`src/rtl/uart_pkg.sv`:
```
// Shared UART definitions used by the transmit and receive paths.
// Frame width, default baud divisor and receiver FSM states.
package uart_pkg;

  localparam int DATA_BITS       = 8;
  localparam int CLK_PER_BIT_DEF = 87;

  typedef enum logic [2:0] {
    IDLE    = 3'd0,
    START   = 3'd1,
    DATA    = 3'd2,
    STOP    = 3'd3,
    WAIT_HI = 3'd4
  } uart_state_e;

endpackage

```
`src/rtl/uart_fifo.sv`:
```
// Synchronous show-ahead FIFO with count-based full/empty.
// Head word is forced to zero while empty.
module uart_fifo #(
  parameter int WIDTH = 8,
  parameter int DEPTH = 8,
  localparam int AW = $clog2(DEPTH),
  localparam int CW = AW + 1
) (
  input  logic             clk,
  input  logic             rst,
  input  logic             push,
  input  logic [WIDTH-1:0] wdata,
  input  logic             pop,
  output logic [WIDTH-1:0] rdata,
  output logic             full,
  output logic             empty,
  output logic [CW-1:0]    count
);

  logic [WIDTH-1:0] mem [DEPTH];
  logic [AW-1:0]    wr_ptr;
  logic [AW-1:0]    rd_ptr;
  logic             do_push;
  logic             do_pop;

  assign full    = (count == CW'(DEPTH));
  assign empty   = (count == '0);
  assign do_pop  = pop & ~empty;
  // A pop in the same cycle frees the slot a full-FIFO push needs.
  assign do_push = push & (~full | do_pop);
  assign rdata   = empty ? '0 : mem[rd_ptr];

  always_ff @(posedge clk) begin
    if (do_push) mem[wr_ptr] <= wdata;
  end

  always_ff @(posedge clk) begin
    if (rst) begin
      wr_ptr <= '0;
      rd_ptr <= '0;
      count  <= '0;
    end else begin
      if (do_push) wr_ptr <= wr_ptr + 1'b1;
      if (do_pop)  rd_ptr <= rd_ptr + 1'b1;
      unique case ({do_push, do_pop})
        2'b10:   count <= count + 1'b1;
        2'b01:   count <= count - 1'b1;
        default: count <= count;
      endcase
    end
  end

endmodule

```
`src/rtl/uart_rx_fifo.sv`:
```
// 8N1 UART receiver with 3-sample majority vote feeding a byte FIFO.
// Framing errors and FIFO overflows are reported as single-cycle pulses.
module uart_rx_fifo
  import uart_pkg::*;
#(
  parameter int CLK_PER_BIT = CLK_PER_BIT_DEF,
  parameter int FIFO_DEPTH  = 8,
  localparam int CW = $clog2(FIFO_DEPTH) + 1
) (
  input  logic                 clk,
  input  logic                 i_rst,
  input  logic                 i_rx,
  output logic [DATA_BITS-1:0] o_data,
  output logic                 o_valid,
  input  logic                 i_ready,
  output logic                 o_frame_err,
  output logic                 o_overflow,
  output logic [CW-1:0]        o_count
);

  localparam int CNT_W = $clog2(CLK_PER_BIT);
  localparam int BI_W  = $clog2(DATA_BITS);
  localparam int M     = CLK_PER_BIT / 2;

  localparam logic [CNT_W-1:0] C_LO  = CNT_W'(M - 1);
  localparam logic [CNT_W-1:0] C_MID = CNT_W'(M);
  localparam logic [CNT_W-1:0] C_HI  = CNT_W'(M + 1);
  localparam logic [CNT_W-1:0] C_END = CNT_W'(CLK_PER_BIT - 1);

  uart_state_e          state, state_n;
  logic [CNT_W-1:0]     clk_cnt, cnt_n;
  logic [BI_W-1:0]      bit_idx, bit_n;
  logic [DATA_BITS-1:0] shreg, sh_n;
  logic [DATA_BITS-1:0] push_data;
  logic                 rx_meta, rx_s, rx_prev;
  logic                 smp_a, smp_b, a_n, b_n;
  logic                 push_req, push_n;
  logic                 ferr_n;
  logic                 vote, at_hi, at_end;
  logic                 full, empty, pop;

  always_ff @(posedge clk) begin
    if (i_rst) begin
      rx_meta <= 1'b1;
      rx_s    <= 1'b1;
      rx_prev <= 1'b0;
    end else begin
      rx_meta <= i_rx;
      rx_s    <= rx_meta;
      rx_prev <= rx_s;
    end
  end

  assign vote   = (smp_a & smp_b) | (smp_a & rx_s) | (smp_b & rx_s);
  assign at_hi  = (clk_cnt == C_HI);
  assign at_end = (clk_cnt == C_END);

  always_comb begin
    state_n = state;
    cnt_n   = at_end ? '0 : clk_cnt + 1'b1;
    bit_n   = bit_idx;
    sh_n    = shreg;
    push_n  = 1'b0;
    ferr_n  = 1'b0;
    a_n     = (clk_cnt == C_LO)  ? rx_s : smp_a;
    b_n     = (clk_cnt == C_MID) ? rx_s : smp_b;
    unique case (state)
      IDLE: begin
        cnt_n = '0;
        if (rx_prev & ~rx_s) state_n = START;
      end
      START: begin
        if (at_hi && vote) begin
          state_n = IDLE;
        end else if (at_end) begin
          state_n = DATA;
          bit_n   = '0;
        end
      end
      DATA: begin
        if (at_hi) sh_n = {vote, shreg[DATA_BITS-1:1]};
        if (at_end) begin
          bit_n = bit_idx + 1'b1;
          if (bit_idx == BI_W'(DATA_BITS - 1)) state_n = STOP;
        end
      end
      STOP: begin
        // Leave mid-stop-bit so the next start edge is never missed.
        if (at_hi) begin
          if (vote) begin
            push_n  = 1'b1;
            state_n = IDLE;
          end else begin
            ferr_n  = 1'b1;
            state_n = WAIT_HI;
          end
        end
      end
      WAIT_HI: begin
        cnt_n = '0;
        if (rx_s) state_n = IDLE;
      end
      default: state_n = IDLE;
    endcase
  end

  always_ff @(posedge clk) begin
    if (i_rst) begin
      state       <= IDLE;
      clk_cnt     <= '0;
      bit_idx     <= '0;
      shreg       <= '0;
      smp_a       <= 1'b0;
      smp_b       <= 1'b0;
      push_req    <= 1'b0;
      push_data   <= '0;
      o_frame_err <= 1'b0;
    end else begin
      state       <= state_n;
      clk_cnt     <= cnt_n;
      bit_idx     <= bit_n;
      shreg       <= sh_n;
      smp_a       <= a_n;
      smp_b       <= b_n;
      push_req    <= push_n;
      o_frame_err <= ferr_n;
      if (push_n) push_data <= shreg;
    end
  end

  assign o_valid    = ~empty;
  assign pop        = o_valid & i_ready;
  assign o_overflow = push_req & full & ~pop;

  uart_fifo #(
    .WIDTH (DATA_BITS),
    .DEPTH (FIFO_DEPTH)
  ) u_fifo (
    .clk   (clk),
    .rst   (i_rst),
    .push  (push_req),
    .wdata (push_data),
    .pop   (pop),
    .rdata (o_data),
    .full  (full),
    .empty (empty),
    .count (o_count)
  );

endmodule
```
`config.mk`:
```
export PLATFORM = sky130hd
export DESIGN_NAME = uart_rx_fifo
export DESIGN_NICKNAME = d
export VERILOG_FILES = /design/src/rtl/uart_pkg.sv /design/src/rtl/uart_fifo.sv /design/src/rtl/uart_rx_fifo.sv
export SDC_FILE = /design/constraint.sdc
export NUM_CORES = 1
export LEC_CHECK = 0
export ABC_AREA = 1
export BUFFER_PORTS_ARGS = -buffer_cell sky130_fd_sc_hd__buf_2
export CAP_MARGIN = 20
export CORE_UTILIZATION = 30
export DETAILED_ROUTE_END_ITERATION = 8
export PLACE_DENSITY = 0.53
export SYNTH_ARGS = -nofsm -noshare
export SYNTH_HDL_FRONTEND = slang
export SYNTH_SLANG_ARGS = --single-unit
```
`constraint.sdc`:
```
create_clock -name clk -period 2.06 [get_ports clk]
set_clock_uncertainty 0.1 [all_clocks]
set_input_delay 0.412 -clock clk [delete_from_list [all_inputs] [get_ports clk]]
set_output_delay 0.412 -clock clk [all_outputs]
set_load 0.05 [all_outputs]
```
Word-level counts from Yosys, hierarchy flattened
Memories as Yosys holds them, arrays and structs flattened. A register that Yosys moved wholly into a read port is not among the register bits.
Index checks and enable logic that the tools add are counted.

storage, ports and cells
  bits in registers = 46
  memory bits (writable) = 64
  input port bits = 4
  output and inout port bits = 15
  word-level logic and storage cells = 93
  memories = 1

memory list
  name        words  bits a word  rd ports  clocked after Yosys merged registers in  write ports  line             RTL
  u_fifo.mem  8      8            1         1                                        1            uart_fifo.sv:20  logic [WIDTH-1:0] mem [DEPTH];

cells by class
  $add $sub $neg = 6
  equal/unequal tests = 20
  muxes and demuxes = 23
  bitwise operators = 18
  reductions and logical operators = 10

operator list
  cell                                                                 number
  3-bit 2-to-1 mux                                                     13
  7-bit by 6-bit == test with 1-bit output (second input constant)     3
  3-bit one-hot mux with 5 select lines                                1
  2-bit inequality test (second input constant)                        7
  3-bit by 1-bit adder with 3-bit output (second input constant)       3
  1-bit bitwise AND                                                    9
  8-bit 2-to-1 mux                                                     1
  4-bit one-hot mux with 2 select lines                                1
  7-bit by 1-bit adder with 7-bit output (second input constant)       1
  7-bit == test (second input constant)                                1
  3-bit by 2-bit == test with 1-bit output (second input constant)     2
  3-bit == test (second input constant)                                2
  1-bit 2-to-1 mux                                                     6
  1-bit inverter                                                       6
  3-bit one-hot mux with 2 select lines                                1
  6-bit AND reduction                                                  1
  4-bit by 1-bit adder with 4-bit output (second input constant)       1
  4-bit == test (second input constant)                                1
  4-bit logical NOT                                                    1
  4-bit AND reduction                                                  1
  2-bit nonzero test                                                   2
  4-bit OR reduction                                                   1
  4-bit by 1-bit subtractor with 4-bit output (second input constant)  1
  3-bit by 1-bit == test with 1-bit output (second input constant)     1
  8 further kinds                                                      10

Longest topological paths before layout
Gate-level depths: netlist (run 1).

  depth after elaboration = 8
  mapped depth = 14
  gate-level depth less buffers = 14

Cells and area by module
Synthesis (run 1) repeated with hierarchy kept, for this count alone.

unflattened totals
  cell total of the unflattened synthesis = 491
  area, all modules = 4768.3 µm²

by module, submodules not included
  module        instances  cells an instance  area an instance (µm²)  seq. area each (µm²)
  uart_fifo     1          285                3221.8                  2182.1
  uart_rx_fifo  1          206                1546.5                  720.7

Worst setup path after synthesis (run 1)
OpenSTA, ideal clock, no wires.

  kind = register to output
  from = register u_fifo.count[3]
  to = output port o_data[0]
  data arrival time = 1949 ps
  required time = 1548 ps
  path slack = -401 ps
  cell stages (with the launch flop) = 5
  path buffers = 0
  cell sequence = dfxtp_1 -> inv_1 -> nand2_2 -> o21ai_0 -> nor2_1

on the way
  cells in the longest elaborated chain, start to end = 2

RTL lines
  element                 line                RTL
  from (decl)             uart_fifo.sv:17     output logic [CW-1:0] count
  from (signal assigned)  uart_fifo.sv:46     2'b10: count <= count + 1'b1;
  from (signal assigned)  uart_fifo.sv:47     2'b01: count <= count - 1'b1;
  from (signal assigned)  uart_fifo.sv:48     default: count <= count;
  4-bit logical NOT       uart_fifo.sv:27     assign empty = (count == '0);
  8-bit 2-to-1 mux        uart_fifo.sv:31     assign rdata = empty ? '0 : mem[rd_ptr];
  to (decl)               uart_rx_fifo.sv:13  output logic [DATA_BITS-1:0] o_data,

Every way passes these cells.

==> impl_summary.log, run 1 <==
[metrics] run status: finished with violations
[metrics] violated checks: negative setup slack
[metrics] Syn. warnings: 0
[metrics] number of nets in the layout: roughly 540
[metrics] pin count of the biggest net entering global routing: 33
[metrics] setup repair after global routing missed its margin: true
[metrics] time the final worst path needs with I/O delays and setup: between 2000 and 2500 ps
[metrics] worst hold-check slack: 85.3 ps
[metrics] net count of the mapped netlist: 499
[metrics] Synth area leaders: sky130_fd_sc_hd__edfxtp_1 (41%), sky130_fd_sc_hd__dfxtp_1 (21%), sky130_fd_sc_hd__nor2_1 (9.1%), sky130_fd_sc_hd__o21ai_0 (4.9%), sky130_fd_sc_hd__inv_1 (3.7%)
[metrics] worst-path fanout max: 8
[metrics] syn_area_per_cell: 9.73 µm²
[metrics] share of the clock period used by the worst path after layout: 108%
[metrics] via count: ~3500
[metrics] Initial Utilization: between 30% and 40%
[metrics] Netlist Area Pre-Place: 4740 µm²
[metrics] Via-to-Cell Ratio: around 4.6
[metrics] average wire per cell in the routed design: between 10 and 15 µm
[metrics] final hold violation count: 0
[metrics] setup slack of the critical path after layout: -157 ps
[metrics] post-place setup slack: -38.7 ps
[metrics] flip-flop cell with the highest count after synthesis: sky130_fd_sc_hd__edfxtp_1
[metrics] clock root buffer: sky130_fd_sc_hd__clkbuf_16
[metrics] clock-pin slew reported for the worst setup and hold paths after clock tree synthesis: approximately 50 ps
[metrics] WP data required: around 1600 ps
[metrics] area of the placeable core: roughly 15000 µm²
[metrics] data arrival time of the critical path: 1710 ps
[metrics] number of slew-limit violations in the final report: 0
[metrics] MaxCap Viol Count: 0
[metrics] final global-route overflow total: 0
[metrics] count of distinct cell types in the synthesized netlist: 30
[metrics] Cell Pwr Density: between 1500 and 2000 nW/µm²
[metrics] area share of the largest cell type after synthesis: roughly 41%
[metrics] clock latency reported for the late side of the worst-skew pair: a little over 400 ps
[metrics] sort of element at the end of the critical path: primary output
[metrics] ant diodes: 0
[metrics] Setup Crit Path Kind: reg2out
[metrics] maximum level of the CTS H-tree: 4
[metrics] CTS tree: done
[metrics] Die Wd: approximately 130 µm
[metrics] flop and latch count out of synthesis: ~110
[metrics] final core area utilization: approximately 40%
[metrics] worst relative slew slack: about 73%
[metrics] via count of the first global-routing pass: around 3500
[metrics] gate count after technology mapping: just under 500
[metrics] Peak Freq: 0.451 GHz
[metrics] leading post-synthesis cells by instance count: sky130_fd_sc_hd__nor2_1 (115), sky130_fd_sc_hd__edfxtp_1 (64), sky130_fd_sc_hd__dfxtp_1 (49), sky130_fd_sc_hd__inv_1 (47), sky130_fd_sc_hd__o21ai_0 (46)
[metrics] remaining design rule violation count: 0
[metrics] worst min-delay path category: in2reg
[metrics] final RePlAce weighted congestion: slightly below 0.8
[metrics] detailed-routing iteration count for the pre-antenna-repair pass: 4
[metrics] Antenna Nets Post-Route: 0
[metrics] final count of negative-setup-slack endpoints: 8
[metrics] Leak: ~2.3 nW
[metrics] setup TNS after final layout: -1110 ps
[metrics] height of the die: between 100 and 150 µm
[metrics] wire length after detailed routing: between 9000 and 10000 µm
[metrics] total global routing track utilization: 13.8%
[metrics] count of flip-flops with a built-in enable after synthesis: 64
[metrics] Max IR drop VDD: ~1400 µV
[metrics] CTS Buffer Depth: 2
[metrics] number of sinks on the clock net: approximately 110
[metrics] dpl hpwl: 6640 µm
[metrics] pin slew with the least headroom to its limit: a little over 400 ps
[metrics] most instantiated library cell after synthesis: sky130_fd_sc_hd__nor2_1
[metrics] Cell Rows: 45
[metrics] fraction of layout instances using a drive strength above 1: between 20% and 30%
[metrics] wire length of the first global-routing pass: roughly 17000 µm
[metrics] area added between synthesis and finish: 29.1%
[metrics] first-iteration detailed-routing DRC count: ~160
[metrics] startpoint types: register
[metrics] count of buffers from port buffering: 18
[metrics] Inserted Clock Buffers: 17
[metrics] Async SR Flop Fraction: 0%
[metrics] sequential-to-total area share from yosys stat: between 60% and 70%
[metrics] area of the die: ~16000 µm²
[metrics] area leader, netlist: sky130_fd_sc_hd__edfxtp_1
[metrics] number of ports placed on the die boundary: 19
[metrics] number of antenna violations at the first check in global routing: 0
worst max-delay path: stages (launching register included):
cell and delay (ps):
sky130_fd_sc_hd__dfxtp_4 380, sky130_fd_sc_hd__inv_4 60, sky130_fd_sc_hd__bufbuf_16 270, sky130_fd_sc_hd__nor2_1 120
sky130_fd_sc_hd__o32ai_2 100, sky130_fd_sc_hd__o21ai_2 170, sky130_fd_sc_hd__nor2_4 40, sky130_fd_sc_hd__buf_6 150
logic make-up after synthesis:
group | Yosys count | share of synthesized area (%)
flops | 113 | 61.2
simple gates | 206 | 19.7
compound gates | 93 | 11.4
fa+ha+maj | 8 | 2.11
buf+inv | 67 | 5.60
where the power goes:
part           switching, W  internal [W]  leakage [nW]
clock              0.000928       0.00173         0.275
sequential         0.000147       0.00249         0.992
combinational       0.00265       0.00158          1.07
total               0.00372       0.00580          2.33
metrics by stage:
| stage | total power [W] | area (µm²) | std cells |
|---|---|---|---|
| final | 0.00952 | 6120 | 751 |
| after global routing | 0.0100 | 6120 | 751 |
| after CTS | 0.00943 | 6040 | 752 |
| after detailed placement | 0.00599 | 5240 | 717 |
| after global placement | 0.00595 | 5240 | 717 |
| after floorplan | 0.00522 | 4800 | 487 |
layout make-up:
| cell class | count | area [µm²] |
|---|---|---|
| fill | 1518 | 9200 |
| sequential | 113 | 2910 |
| clock buffer | 25 | 485 |
| clock inverter | 7 | 60.1 |
| tap | 211 | 264 |
| inverter | 53 | 201 |
| multi-input combinational | 307 | 1840 |
| timing repair buffer | 35 | 359 |
registers in the layout, summed over array words and instances, names as in the netlist, named ones only:
register and count:
u_fifo.mem 64, push_data 8, shreg 8, clk_cnt 7
u_fifo.count 4, bit_idx 3, state 3, u_fifo.rd_ptr 3
u_fifo.wr_ptr 3, o_frame_err 1, push_req 1, rx_meta 1
rx_prev 1, rx_s 1, smp_a 1, smp_b 1
path summary, 6_finish.rpt:
path         cells past startpoint               to  slack, ps       startpoint
min                              2          rx_meta         90             i_rx
max reg2reg                     13  u_fifo.count[2]        280  u_fifo.count[2]
max                              7        o_data[4]       -160         register
min reg2reg                      1             rx_s        300          rx_meta
cells in the final DEF (no fill, tap or decap), types with 7 or more instances in the layout:
master	n
sky130_fd_sc_hd__nor2_1	93
sky130_fd_sc_hd__edfxtp_1	64
sky130_fd_sc_hd__inv_1	46
sky130_fd_sc_hd__dfxtp_1	44
sky130_fd_sc_hd__nand2_1	41
sky130_fd_sc_hd__a21oi_1	22
sky130_fd_sc_hd__o21ai_0	22
sky130_fd_sc_hd__clkbuf_16	17
sky130_fd_sc_hd__o21ai_2	15
sky130_fd_sc_hd__nor2_2	14
sky130_fd_sc_hd__nand3_1	13
sky130_fd_sc_hd__nor2_4	11
sky130_fd_sc_hd__buf_4	11
sky130_fd_sc_hd__o21ai_1	10
sky130_fd_sc_hd__o32ai_2	10
sky130_fd_sc_hd__buf_2	9
sky130_fd_sc_hd__ha_1	8
sky130_fd_sc_hd__nand2_2	7
sky130_fd_sc_hd__nor3_1	7
sky130_fd_sc_hd__buf_6	7
routing by layer:
layer | wire length (µm) | global-route usage [%] | up-vias
li1 | - | - | 1748
met1 | 4740 | 17.1 | 1628
met2 | 4650 | 21.7 | 62
met3 | 413 | 3.96 | 17
met4 | 164 | 7.75 | 0
met5 | 0 | 0 | -
repair_timing:
item | 4_1_cts | 5_1_grt
resized for setup | 75 | 24
hold buffers | 0 | 0
buffers inserted | 1 | 0
setup endpoints to repair | 9 | 10
pin swaps | 15 | 11
gates cloned | 2 | 0
No activity file was read; power rests on OpenSTA's default activity.
==> run 2, diff against run 1 <==
--- a/config.mk
+++ b/config.mk
@@ -8,6 +8,7 @@
 export ABC_AREA = 1
 export BUFFER_PORTS_ARGS = -buffer_cell sky130_fd_sc_hd__buf_2
 export CAP_MARGIN = 20
+export CORE_MARGIN = 3
 export CORE_UTILIZATION = 30
 export DETAILED_ROUTE_END_ITERATION = 8
 export PLACE_DENSITY = 0.53
==> constraint.sdc (replaced) <==
create_clock -name clk -period 2.06 [get_ports clk]
set_clock_uncertainty 0.1 [all_clocks]
set_input_delay 0.412 -clock clk [delete_from_list [all_inputs] [get_ports clk]]
set_output_delay 0.412 -clock clk [all_outputs]
set_load 0.1 [all_outputs]
==> run 2 against run 1 <==
  * The flow still finishes with violations (negative setup slack)
  * Non-clock buffer count is 2 higher
  * Die area is 6.4% higher
  * Sequential share of layout area is 0.056 points higher
  * Critical path type unchanged
  * Largest cell class unchanged
  * Highest routed layer unchanged
==> impl_summary.log, run 2 (synthesis results as in run 1) <==
[metrics] min-delay src: i_rx
[metrics] final RePlAce weighted congestion: roughly 0.77
[metrics] number of antenna violations at the first check in global routing: 0
[metrics] launching point of the worst reg2reg path: u_fifo.count[2]
[metrics] first-iteration detailed-routing DRC count: 243
[metrics] fraction of layout instances using a drive strength above 1: a little under a quarter
[metrics] Via-to-Cell Ratio: around 4.6
[metrics] via count of the first global-routing pass: approximately 3400
[metrics] Die Wd: ~130 µm
[metrics] pin slew with the least headroom to its limit: ~500 ps
[metrics] standard cell with the maximum stage delay on the critical path: sky130_fd_sc_hd__dfxtp_4
[metrics] area of the die: 17300 µm²
[metrics] clock-pin slew reported for the worst setup and hold paths after clock tree synthesis: approximately 50 ps
[metrics] clock latency reported for the late side of the worst-skew pair: approximately 400 ps
[metrics] maximum level of the CTS H-tree: 4
[metrics] CTS tree: done
[metrics] Antenna Nets Post-Route: 0
[metrics] final global-route overflow total: 0
[metrics] via count: 3434
[metrics] total global routing track utilization: a little under an eighth
[metrics] CTS Buffer Depth: 2
[metrics] sort of element at the end of the critical path: primary output
[metrics] Initial Utilization: about 31%
[metrics] run status: finished with violations
[metrics] most frequent standard cell in the layout excluding fill and tap cells: sky130_fd_sc_hd__nor2_1
[metrics] violated checks: negative setup slack
[metrics] setup slack of the critical path after layout: -193 ps
[metrics] cell chain of the critical path: buf_8 -> buf_4 -> o21ai_1 -> o32ai_2 -> o21ai_2 -> nor2_4 -> buf_12
[metrics] final hold violation count: 0
[metrics] height of the die: between 100 and 150 µm
[metrics] number of slew-limit violations in the final report: 0
[metrics] data arrival time of the critical path: between 1500 and 2000 ps
[metrics] wire length of the first global-routing pass: approximately 16000 µm
[metrics] number of sinks on the clock net: between 100 and 150
[metrics] pin count of the biggest net entering global routing: 33
[metrics] Inserted Clock Buffers: 17
[metrics] share of the clock period used by the worst path after layout: 109%
[metrics] clock root buffer: sky130_fd_sc_hd__clkbuf_16
[metrics] buffer and inverter count on the worst path: 3
[metrics] final count of negative-setup-slack endpoints: 8
[metrics] MaxCap Viol Count: 0
[metrics] remaining design rule violation count: 0
[metrics] time the final worst path needs with I/O delays and setup: 2250 ps
[metrics] number of hold buffers added after cts: 0
[metrics] maximum single-stage delay on the critical path: 360 ps
[metrics] largest register by flop count: u_fifo.mem
[metrics] wire length after detailed routing: 9520 µm
[metrics] startpoint types: register
[metrics] area added between synthesis and finish: 29.4%
[metrics] number of ports placed on the die boundary: 19
[metrics] Setup Crit Path Kind: reg2out
[metrics] worst min-delay path category: in2reg
[metrics] number of nets in the layout: between 500 and 600
[metrics] Peak Freq: approximately 0.44 GHz
[metrics] ant diodes: 0
[metrics] average wire per cell in the routed design: roughly 13 µm
[metrics] number of flip-flops in the largest register: 64
[metrics] commonest cells after routing, fill and taps aside: sky130_fd_sc_hd__nor2_1 (105), sky130_fd_sc_hd__edfxtp_1 (64), sky130_fd_sc_hd__inv_1 (45)
[metrics] WP data required: 1550 ps
[metrics] largest registers in the final layout: u_fifo.mem: 64 flops, push_data: 8 flops, shreg: 8 flops
[metrics] worst relative slew slack: 67.6%
[metrics] layout filler cell count: about 1500
[metrics] worst-path fanout max: 16
[metrics] count of buffers from port buffering: 18
[metrics] Cell Rows: between 40 and 50
[metrics] post-place setup slack: between 60 and 70 ps
[metrics] gate family responsible for the most delay along the worst path: buffers and inverters
[metrics] detailed-routing iteration count for the pre-antenna-repair pass: 6
[metrics] dpl hpwl: 6470 µm
[metrics] area of the placeable core: roughly 15000 µm²
[metrics] setup repair after global routing missed its margin: true
## run 2: final cells by class
cell class	count	area (µm²)	share of cell area, %
flip-flops and latches	113	2920	47.6
inverters	53	199	3.24
repair buffers	37	410	6.69
clock buffers	18	439	7.16
multi-input cells	307	1760	28.7
well taps	211	264	4.31
clock inverters	14	138	2.24
## run 2: worst reg2reg max path: stages (launching register included)
cell,delay [ps]
sky130_fd_sc_hd__dfxtp_4,350
sky130_fd_sc_hd__nor3_4,310
sky130_fd_sc_hd__nand3_2,170
sky130_fd_sc_hd__buf_4,160
sky130_fd_sc_hd__nand2_2,90
sky130_fd_sc_hd__inv_2,70
sky130_fd_sc_hd__nand2_1,150
sky130_fd_sc_hd__nor2_1,60
sky130_fd_sc_hd__buf_4,180
## run 2: path summary, 6_finish.rpt
| path | to | slack [ps] | cells past startpoint |
|---|---|---|---|
| setup / recovery | o_data[1] | -190 | 7 |
| hold reg to reg | rx_s | 310 | 1 |
| setup reg to reg | u_fifo.mem[0][2] | 180 | 8 |
| hold / removal | rx_meta | 90 | 2 |
## run 2: metal layers
metal,GRT usage (%),vias up,share of wire [%]
met2,19.1,49,49
li1,-,1747,-
met4,5.25,0,1.4
met3,3.41,13,3.2
met5,0,-,0
met1,14.1,1625,46
## run 2: repair_timing
item,CTS,global route
endpoints found under the setup margin,9,10
cloned,0,0
pin swaps,6,6
setup buffers,3,0
gates resized for setup,16,17
## run 2: per-stage QoR
stage	hold slack [ps]	TNS [ps]	utilization [%]	instances	cell area, µm²
final	88.4	-1430	40.0	753	6130
after global routing	96.7	-2260	40.0	753	6130
after floorplan	289	0	-	487	4840
after CTS	71.2	-1750	39.5	753	6040
after detailed placement	299	0	35.3	718	5410
after global placement	292	0	35.3	718	5410
Power of run 2 is left out: the tool's default activity adds up to more than one toggle a clock period on the data nets, which glitch-free logic cannot reach.
